<file path="src/rtl/four_to_one_tdm_mux_pkg.sv">
// Shared definitions for the 4-to-1 TDM mux and its matching 1-to-4 demux:
// channel select codes, channel count and FSM state encoding.
package four_to_one_tdm_mux_pkg;

  localparam int NUM_CH = 4;

  // Select codes carried on out_sel; the downstream demux steers on these.
  localparam logic [1:0] CH_A = 2'd0;
  localparam logic [1:0] CH_B = 2'd1;
  localparam logic [1:0] CH_C = 2'd2;
  localparam logic [1:0] CH_D = 2'd3;

  typedef enum logic {
    IDLE = 1'b0,
    SEND = 1'b1
  } state_t;

endpackage

</file>
<file path="src/rtl/four_to_one_tdm_mux_rr_arbiter.sv">
// rr_arbiter_4: purely combinational round-robin pick of the first set
// request in the order ptr, ptr+1, ptr+2, ptr+3 (mod 4).
module rr_arbiter_4
  import four_to_one_tdm_mux_pkg::*;
(
  input  logic [NUM_CH-1:0] req,
  input  logic [1:0]        ptr,
  output logic              gnt_valid,
  output logic [1:0]        gnt_idx
);

  logic [1:0] idx;

  // Walk offsets from farthest to nearest so the nearest set request wins.
  always_comb begin
    // NOTE: every output of a combinational block gets a default first;
    // a path that leaves one unassigned infers a latch.
    gnt_valid = 1'b0;
    gnt_idx   = ptr;
    idx       = ptr;
    for (int k = NUM_CH - 1; k >= 0; k--) begin
      idx = ptr + 2'(k);
      if (req[idx]) begin
        gnt_valid = 1'b1;
        gnt_idx   = idx;
      end
    end
  end

endmodule

</file>
<file path="src/rtl/four_to_one_tdm_mux.sv">
// four_to_one_tdm_mux: four one-entry holding registers drained round-robin
// into a single registered output word tagged with its channel code.
module four_to_one_tdm_mux
  import four_to_one_tdm_mux_pkg::*;
#(
  parameter int WIDTH = 8
) (
  input  logic              clk,
  input  logic              rst,
  input  logic [WIDTH-1:0]  in_data0,
  input  logic [WIDTH-1:0]  in_data1,
  input  logic [WIDTH-1:0]  in_data2,
  input  logic [WIDTH-1:0]  in_data3,
  input  logic [NUM_CH-1:0] in_valid,
  output logic [NUM_CH-1:0] in_ready,
  output logic [WIDTH-1:0]  out_data,
  output logic [1:0]        out_sel,
  output logic              out_valid,
  input  logic              out_ready
);

  state_t            state, state_next;
  logic [1:0]        ptr;
  logic [NUM_CH-1:0] hold_full;
  logic [WIDTH-1:0]  hold_data [NUM_CH];
  logic [WIDTH-1:0]  in_data   [NUM_CH];
  logic              out_free;
  logic              gnt_valid;
  logic [1:0]        gnt_idx;
  logic              grant;

  assign in_data[0] = in_data0;
  assign in_data[1] = in_data1;
  assign in_data[2] = in_data2;
  assign in_data[3] = in_data3;

  // A granted channel is still full this cycle, so in_ready stays low and
  // the slot cannot be refilled in the same cycle it is drained.
  assign in_ready  = ~hold_full;
  assign out_valid = (state == SEND);
  assign out_free  = !out_valid || out_ready;
  assign grant     = out_free && gnt_valid;

  rr_arbiter_4 u_arb (
    .req       (hold_full),
    .ptr       (ptr),
    .gnt_valid (gnt_valid),
    .gnt_idx   (gnt_idx)
  );

  // Holding-register occupancy: set on input handshake, cleared on grant.
  always_ff @(posedge clk or posedge rst) begin
    if (rst) begin
      // NOTE: sequential state uses non-blocking assignments so every flop
      // samples pre-edge values regardless of statement order.
      hold_full <= '0;
    end else begin
      for (int i = 0; i < NUM_CH; i++) begin
        if (grant && (gnt_idx == 2'(i))) begin
          hold_full[i] <= 1'b0;
        end else if (in_valid[i] && !hold_full[i]) begin
          hold_full[i] <= 1'b1;
        end
      end
    end
  end

  // Holding-register payload captured on input handshake.
  always_ff @(posedge clk) begin
    // NOTE: payload storage has no reset; hold_full alone decides whether a
    // word is live, so reset only needs to clear the flags.
    for (int i = 0; i < NUM_CH; i++) begin
      if (in_valid[i] && !hold_full[i]) begin
        hold_data[i] <= in_data[i];
      end
    end
  end

  // FSM state register.
  always_ff @(posedge clk or posedge rst) begin
    if (rst) begin
      state <= IDLE;
    end else begin
      state <= state_next;
    end
  end

  // Next state: SEND while a word is loaded or still waiting for out_ready.
  always_comb begin
    state_next = state;
    unique case (state)
      IDLE: if (grant) state_next = SEND;
      SEND: begin
        if (out_ready) begin
          state_next = grant ? SEND : IDLE;
        end
      end
      default: state_next = IDLE;
    endcase
  end

  // Output word, channel tag and round-robin pointer update on grant.
  always_ff @(posedge clk or posedge rst) begin
    if (rst) begin
      out_data <= '0;
      out_sel  <= CH_A;
      ptr      <= 2'd0;
    end else if (grant) begin
      out_data <= hold_data[gnt_idx];
      out_sel  <= gnt_idx;
      ptr      <= gnt_idx + 2'd1;
    end
  end

endmodule

</file>
<file path="config.mk">
export PLATFORM = sky130hd
export DESIGN_NAME = four_to_one_tdm_mux
export DESIGN_NICKNAME = d
export VERILOG_FILES = /design/src/rtl/four_to_one_tdm_mux_pkg.sv /design/src/rtl/four_to_one_tdm_mux_rr_arbiter.sv /design/src/rtl/four_to_one_tdm_mux.sv
export SDC_FILE = /design/constraint.sdc
export NUM_CORES = 1
export LEC_CHECK = 0
export ABC_AREA = 1
export BUFFER_PORTS_ARGS = -buffer_cell sky130_fd_sc_hd__clkbuf_2
export CAP_MARGIN = 20
export CORE_ASPECT_RATIO = 0.7
export CORE_MARGIN = 2
export CORE_UTILIZATION = 45
export CTS_CLUSTER_SIZE = 14
export DETAILED_ROUTE_END_ITERATION = 16
export GPL_TIMING_DRIVEN = 0
export PLACE_DENSITY = 0.69
export SYNTH_ARGS = -nofsm -noshare
export SYNTH_HDL_FRONTEND = slang
export SYNTH_SLANG_ARGS = --single-unit
</file>
<file path="constraint.sdc">
create_clock -name clk -period 2.6 [get_ports clk]
set_clock_uncertainty 0.1 [all_clocks]
set_input_delay 0.65 -clock clk [delete_from_list [all_inputs] [get_ports clk]]
set_output_delay 0.65 -clock clk [all_outputs]
set_load 0.1 [all_outputs]
</file>
# After elaboration in Yosys (flattened, before gate mapping)
# Memories as Yosys holds them, arrays and structs flattened. A register that Yosys moved wholly into a read port is not among the register bits.
# Cells that the tools add are included.
word_totals:
  reg_bits: 9
  latch_bits: 0
  ram_bits: 32
  romBits: 0
  out_inout_bits: 15
  memories: 1
memory_table:
  columns: ["name", "depth", "width", "read_ports", "rd_ports_with_merged_regs", "wr", "line_no", "text"]
  rows:
  - ["hold_data", 4, 8, 1, 1, 4, "four_to_one_tdm_mux.sv:25", "logic [WIDTH-1:0] hold_data [NUM_CH];"]
classes:
  addsub: 4
  n_mul: 0
  div_mod_pow: 0
  magnitude_cmp: 4
  n_eq_ne: 3
  shift: 0
  n_mux: 35
  bitwise: 2
  reduce_logical: 20
op_table:
  columns: ["operator", "n"]
  rows:
  - ["$mux 1", 26]
  - ["$lt 2x3->1 const B", 4]
  - ["$logic_and 1x1->1", 9]
  - ["$bmux 1 s2", 4]
  - ["$mux 2", 4]
  - ["$reduce_bool 2->1", 4]
  - ["$logic_not 1->1", 5]
  - ["$add 2x1->2 const B", 2]
  - ["$add 2x2->2 const B", 2]
  - ["$eq 2x2->1 const B", 2]
  - ["$not 4->4", 1]
  - ["$eq 2x1->1 const B", 1]
  - ["$logic_not 2->1", 1]
  - ["$pmux 1 s2", 1]
  - ["$logic_or 1x1->1", 1]
  - ["$not 1->1", 1]

# Logic depth before layout (Yosys ltp)
# Gate-level depths: netlist (run 1).
logic_depth:
  ltp_word: 11
  depth_mapped: 14
  mapped_depth_nobuf: 13

# By module
# From an unflattened synthesis (run 1), not the netlist that was laid out.
unflattened:
  cells_unflattened: 266
  hier_area_um2: 2419.8
modules_own_cells:
  columns: ["mod", "instances", "cells_per_inst", "area_each_um2", "seq_area_each_um2"]
  rows:
  - ["four_to_one_tdm_mux", 1, 213, 2185.8, 1386.3]
  - ["rr_arbiter_4", 1, 53, 234.0, 0.0]

# Worst setup path before layout (run 1)
# OpenSTA, ideal clock, no wires.
synth_timing:
  path_kind: "reg-to-reg"
  start: "register hold_full[1]"
  end: "register hold_full[3]"
  setup_ns: 0.176
  arrival_time_ns: 2.054
  required_ns: 2.324
  path_slack_ns: 0.269
  path_stages_with_launch: 12
  n_path_buf: 1
  synth_period_minus_slack_ns: 2.331
  cell_sequence: "dfrtp_1 > inv_1 > nand2_1 > nand3_1 > nand2_1 > nor2_2 > nand2_2 > nand3_2 > nand2_4 > buf_12 > nor2_4 > a22oi_1"
synth_via:
  elab_chain_cells: 9
synth_rtl:
  columns: ["item", "line_no", "text"]
  rows:
  - ["start: declaration", "four_to_one_tdm_mux.sv:24", "logic [NUM_CH-1:0] hold_full;"]
  - ["start signal: assignment", "four_to_one_tdm_mux.sv:56", "hold_full <= '0;"]
  - ["start signal: indexed assignment", "four_to_one_tdm_mux.sv:60", "hold_full[i] <= 1'b0;"]
  - ["start signal: indexed assignment", "four_to_one_tdm_mux.sv:62", "hold_full[i] <= 1'b1;"]
  - ["$bmux 1 s2", "four_to_one_tdm_mux_rr_arbiter.sv:23", "if (req[idx]) begin"]
  - ["$mux 1 (implied by the code)", "four_to_one_tdm_mux_rr_arbiter.sv:23", null]
  - ["$mux 2 / $mux 1 (equally long branches) (4 in a row)", "four_to_one_tdm_mux_rr_arbiter.sv:23", null]
  - ["$eq 2x2->1 / $logic_and 1x1->1 (equally long branches)", "four_to_one_tdm_mux.sv:59, four_to_one_tdm_mux.sv:42", null]
  - ["$logic_and 1x1->1 *", "four_to_one_tdm_mux.sv:59", "if (grant && (gnt_idx == 2'(i))) begin"]
  - ["$mux 1 / $reduce_bool 2->1 (equally long branches)", null, null]
# Mark *: on every way between the ends. The rest lies on a longest branch, timed or not. The select of a mux whose other input is x is not followed.
# A chain may end at the register's enable or synchronous reset.

# Final worst setup path (run 1)
layout_timing:
  start: "register hold_full[3]"
  end: "output port in_ready[3]"
layout_via:
  elab_chain_cells: 1
layout_rtl:
  columns: ["item", "line_no", "text"]
  rows:
  - ["$not 4->4", "four_to_one_tdm_mux.sv:39", "assign in_ready = ~hold_full;"]
  - ["end: declaration", "four_to_one_tdm_mux.sv:15", "output logic [NUM_CH-1:0] in_ready,"]
# No other way between the ends.

==> impl_metrics.py, run 1 <==
metrics = {
    "cts": {
        "cts-resized-gates": 0,
        "clockBufferDepth": 2,
        "cts_made_buffers": 5,
        "cts_root_buffer": "clkbuf_8",
        "cts.htree.levels": 2,
        "clock_latency_ps": 310,
        "clkTransAtPathRegs_ps": 90,
        "clock-sinks": 49,
        "post_cts_buffers": 0,
        "cts_tree": "done",
        "ctsHoldBuffers": 0,
    },
    "global_route": {
        "grt_max_degree": 18,
        "grt_pass1_wl_mm": 7.52,
        "grt_pass1_vias": 1574,
        "grtUsageTotal": 0.181,
        "grt-ovfl-total": 0,
        "grt_antenna_before_repair": 0,
    },
    "sta": {
        "layout_worst_path_cycle_share": 0.806,
        "finalSetupViolCount": 0,
        "timing.slew.headroom": 0.482,
        "tightest_slew_ps": 774,
        "hold_violations": 0,
        "fin_tns_setup_ps": 0,
        "timing.fmax_mhz": 477,
        "slew_viol_final": 0,
        "fin_crit_ps": 2100,
        "rsz0062_at_grt": "no",
    },
    "die": {
        "die_y_um": 62.5,
        "rows": 21,
        "core_um2": 4760,
        "top_level_ports": 54,
        "dieArea_um2": 5470,
        "initial_core_util": 0.463,
        "die_width_um": 87.6,
    },
    "worst_hold_path": {
        "min_path_type": "in2async",
    },
    "detailed_routing": {
        "via_count": 1638,
        "wl_per_cell_um": 13.2,
        "wl_mm": 4.44,
        "drtAntennaViolNets": 0,
        "viasPerCell": 4.88,
        "drt_iter0_markers": 82,
        "first_pass_iters": 4,
        "drc": 0,
    },
    "worst_setup_path": {
        "cp.required_ps": 1850,
        "worstSetupEndpointType": "primary output",
        "startpoint_type": "flip-flop",
        "critPathKind": "reg2out",
        "crit_path_max_fanout": 5,
        "crit_arrival_ps": 1350,
        "reg2regPathDepth": 10,
    },
    "synth": {
        "ys_types": 24,
        "synth_cells": 206,
        "yosysMostFrequentCell": "nand3_1",
        "synth_top_cell_by_area": "edfxtp_1",
        "synth_top_area_frac": 0.437,
        "yosys_warnings": 0,
        "syn_avg_cell_area_um2": 10.7,
        "yosys_register_bits": 49,
        "yosys-top-cells-count": "nand3_1, nand2_1, edfxtp_1",
        "syn_area_um2": 2200,
        "synth-edff-count": 32,
        "synth_nets": 245,
        "ys.flop_type": "edfxtp_1",
        "yosysSeqAreaShare": 0.630,
        "synth_area_leaders": "edfxtp_1, dfrtp_1, nand3_1, nand2_1, nand2_2",
        "async_reset_ff_frac": 0.347,
    },
    "finish": {
        "drive_gt1_frac": 0.326,
        "multiInputGateArea_um2": 679,
        "layout.nets": 305,
        "fill_cells": 441,
        "diodes": 0,
        "seq_area_um2": 1390,
        "syn_to_final_growth_pct": 20.0,
    },
    "outcome": {
        "status": "complete, no violations",
    },
    "place": {
        "hpwl_mm": 3.40,
        "port_buffers": 53,
        "place.gp.congestion": 0.820,
    },
    "flow_run": {
        "cap_violations": 0,
    },
}
==> worst max-delay path, stage by stage (launching register included) <==
cell and delay [ps]:
dfrtp_1 390, inv_1 160, clkbuf_2 490
==> cell usage in the layout (no fill, tap or decap), types with 4 or more instances in the layout <==
| cell | n |
|---|---|
| inv_1 | 15 |
| edfxtp_1 | 32 |
| nand3_1 | 55 |
| a21oi_1 | 4 |
| dfrtp_1 | 17 |
| clkbuf_2 | 54 |
| nand2_1 | 39 |
| nand2_2 | 12 |
| o21ai_0 | 5 |
| nor2_1 | 6 |
| clkbuf_8 | 5 |
==> kinds of logic after synthesis <==
group / after synthesis / share of synthesized area
AND/OR/NAND/NOR: 119 / 0.266
flip-flops: 49 / 0.630
buffers and inverters: 24 / 0.0614
AO/OA/AOI/OAI: 12 / 0.0347
XOR/XNOR: 2 / 0.00796
==> routing by layer <==
metal  global-route usage  vias to the layer above  routed length (µm)
li1                     -                      823                   -
met1                0.279                      746                2200
met2                0.247                       61                1840
met3               0.0462                        8                 333
met4               0.0635                        0                  63
met5                    0                        -                   0
==> through the flow <==
stage | utilization | area, µm² | hold WS [ps] | instances | setup slack (ps)
global placement | 0.537 | 2550 | 364 | 328 | 617
global route | 0.555 | 2640 | 375 | 336 | 333
detailed placement | 0.537 | 2550 | 366 | 328 | 606
floorplan | - | 2200 | 449 | 206 | 269
CTS | 0.555 | 2640 | 321 | 336 | 506
finish | 0.555 | 2640 | 302 | 336 | 503
==> state kept, by name (all words and copies together), names as in the netlist <==
name	cells
hold_data	32
hold_full	4
out_data	8
out_sel	2
out_valid	1
ptr	2
==> area by class of cell <==
type,count,share of cell area
buffer,7,0.0261
clock buffer,5,0.0261
clock inverter,3,0.00758
inverter,17,0.0251
multi-input combinational,133,0.257
sequential,49,0.525
tap,69,0.0327
timing repair buffer,53,0.100
==> final timing paths <==
kind | start | to | slack, ps
worst min-delay path | rst | out_data[2] | 300
worst max-delay path | hold_full[3] | in_ready[3] | 500
worst min register to register | out_sel[1] | out_sel[1] | 390
worst max register to register | ptr[0] | out_data[2] | 530
min in group clk | out_sel[1] | out_sel[1] | 390
max in group asynchronous | rst | hold_full[1] | 1680
Power of run 1 is left out: the tool's default activity adds up to more than one toggle a clock period on the data nets, which glitch-free logic cannot reach.
==> run 2: changes to the inputs <==
PLACE_DENSITY = 0.72   (was 0.69)
clock period = 1.9 ns   (was 2.6 ns; I/O delays follow)
==> impl_metrics.py, run 2 (synthesis gave the netlist of run 1 again) <==
metrics = {
    "worst_setup_path": {
        "crit_slowest_cell": "dfrtp_1",
        "crit_buf_inv": 2,
        "crit_arrival_ps": 2040,
        "worstSetupEndpointType": "flip-flop",
        "cp_slowest_stage_delay_ps": 440,
        "crit_chain": "buf_4 -> o21ai_4 -> nand2_2 -> nand2_4 -> nand2_4 -> nand3_4 -> nand2_8 -> clkbuf_16 -> nand2_2 -> nand3_1 -> nand3_1 -> nand2_1",
        "startpoint_type": "flip-flop",
        "r2r_start": "ptr[0]",
        "critPathKind": "reg2reg",
        "crit_path_max_fanout": 5,
        "cp-startpoint": "ptr[0]",
        "critPathTopFamily": "simple AND/OR/NAND/NOR gates",
        "cp.required_ps": 1990,
    },
    "die": {
        "top_level_ports": 54,
        "initial_core_util": 0.463,
        "dieArea_um2": 5470,
        "die_y_um": 62.5,
        "die_width_um": 87.6,
        "core_um2": 4760,
        "rows": 21,
    },
    "finish": {
        "final_common_cell": "clkbuf_2",
        "final_util": 0.662,
        "fill_cells": 370,
        "diodes": 0,
        "seq_area_um2": 1390,
        "layout.nets": 329,
        "syn_to_final_growth_pct": 43.1,
        "multiInputGateArea_um2": 965,
        "most-common-layout-cells": "clkbuf_2, nand3_1, edfxtp_1",
        "largestRegisters": "hold_data (32), out_data (8), hold_full (4)",
        "largest_reg_flops": 32,
        "regMostFlops": "hold_data",
        "drive_gt1_frac": 0.543,
    },
    "worst_hold_path": {
        "min_path_type": "in2async",
    },
    "global_route": {
        "grt_max_degree": 18,
        "grt-ovfl-total": 0,
        "grt_pass1_wl_mm": 7.40,
        "grtUsageTotal": 0.183,
        "grt_antenna_before_repair": 0,
        "grt_pass1_vias": 1537,
    },
    "detailed_routing": {
        "drtAntennaViolNets": 0,
        "via_count": 1764,
        "wl_per_cell_um": 15.0,
        "viasPerCell": 4.90,
        "wl_mm": 5.42,
        "first_pass_iters": 4,
        "drt_iter0_markers": 121,
        "drc": 0,
    },
    "place": {
        "port_buffers": 53,
        "dp_slack_ps": -88.7,
        "hpwl_mm": 3.47,
        "place.gp.congestion": 0.853,
    },
    "sta": {
        "timing.fmax_mhz": 513,
        "fin_tns_setup_ps": -309,
        "timing.slew.headroom": 0.516,
        "worst_slack_ps": -50.0,
        "slew_viol_final": 0,
        "tightest_slew_ps": 723,
        "hold_violations": 0,
        "finalSetupViolCount": 12,
        "fin_crit_ps": 1950,
        "rsz0062_at_grt": "yes",
        "layout_worst_path_cycle_share": 1.03,
    },
    "cts": {
        "clock-sinks": 49,
        "cts_tree": "done",
        "ctsHoldBuffers": 0,
        "cts.htree.levels": 2,
        "clock_latency_ps": 290,
        "clockBufferDepth": 2,
        "cts_root_buffer": "clkbuf_8",
        "clkTransAtPathRegs_ps": 90,
        "cts_made_buffers": 5,
    },
    "flow_run": {
        "cap_violations": 0,
    },
    "outcome": {
        "violations": "negative setup slack",
        "status": "finished with violations",
    },
}
[run 2: cell count changes in the layout (fill, tap and decap cells not counted), moves of 3 or more]
cell        before  now
buf_4            0   21
nand3_4          0    4
inv_1           15    8
nand3_1         55   39
nand2_2         12   19
clkbuf_2        54   49
nand2_8          0    3
nand2_4          3    8
clkinvlp_4       1    6
inv_2            0    3
nand3_2          1   13
nand2_1         39   25
[run 2: stage by stage]
step           instance area, µm²  hold slack [ps]  instances
6_report                     3150              133        360
5_1_grt                      3150              194        360
3_5_place_dp                 2580              367        328
3_3_place_gp                 2580              363        328
4_1_cts                      2770              149        343
2_1_floorplan                2230              301        206
[run 2: routing by layer]
metal / global-route usage / vias to the layer above / part of all wire
met5: 0 / - / 0
met4: 0.0558 / 0 / 0.014
met3: 0.0542 / 8 / 0.063
met2: 0.244 / 73 / 0.45
met1: 0.284 / 812 / 0.47
li1: - / 871 / -
[run 2: final timing paths]
check	end	slack [ps]	cells after the start
setup reg to reg	out_data[2]	-50	12
min in group clk	hold_data[2][2]	250	1
max in group asynchronous	ptr[1]	1120	2
setup / recovery	out_data[2]	-50	12
hold / removal	out_data[7]	130	2
hold reg to reg	out_data[1]	390	2
[run 2: repair_timing]
| action | in CTS | in global routing |
|---|---|---|
| endpoints found under the setup margin | 12 | 17 |
| cloned | 1 | 4 |
| hold endpoints to repair | 0 | 0 |
| gates resized for setup | 12 | 57 |
| pin swaps | 5 | 12 |
| buffers inserted | 7 | 13 |
[run 2: final cells by class]
cell class | instances | share of cell area
sequential | 49 | 0.441
multi-input combinational | 134 | 0.306
timing repair buffer | 76 | 0.147
tap | 69 | 0.0274
inverter | 17 | 0.0270
clock buffer | 5 | 0.0219
buffer | 6 | 0.0219
clock inverter | 3 | 0.00556
timing repair inverter | 1 | 0.00238
Power of run 2 is left out for the same reason.
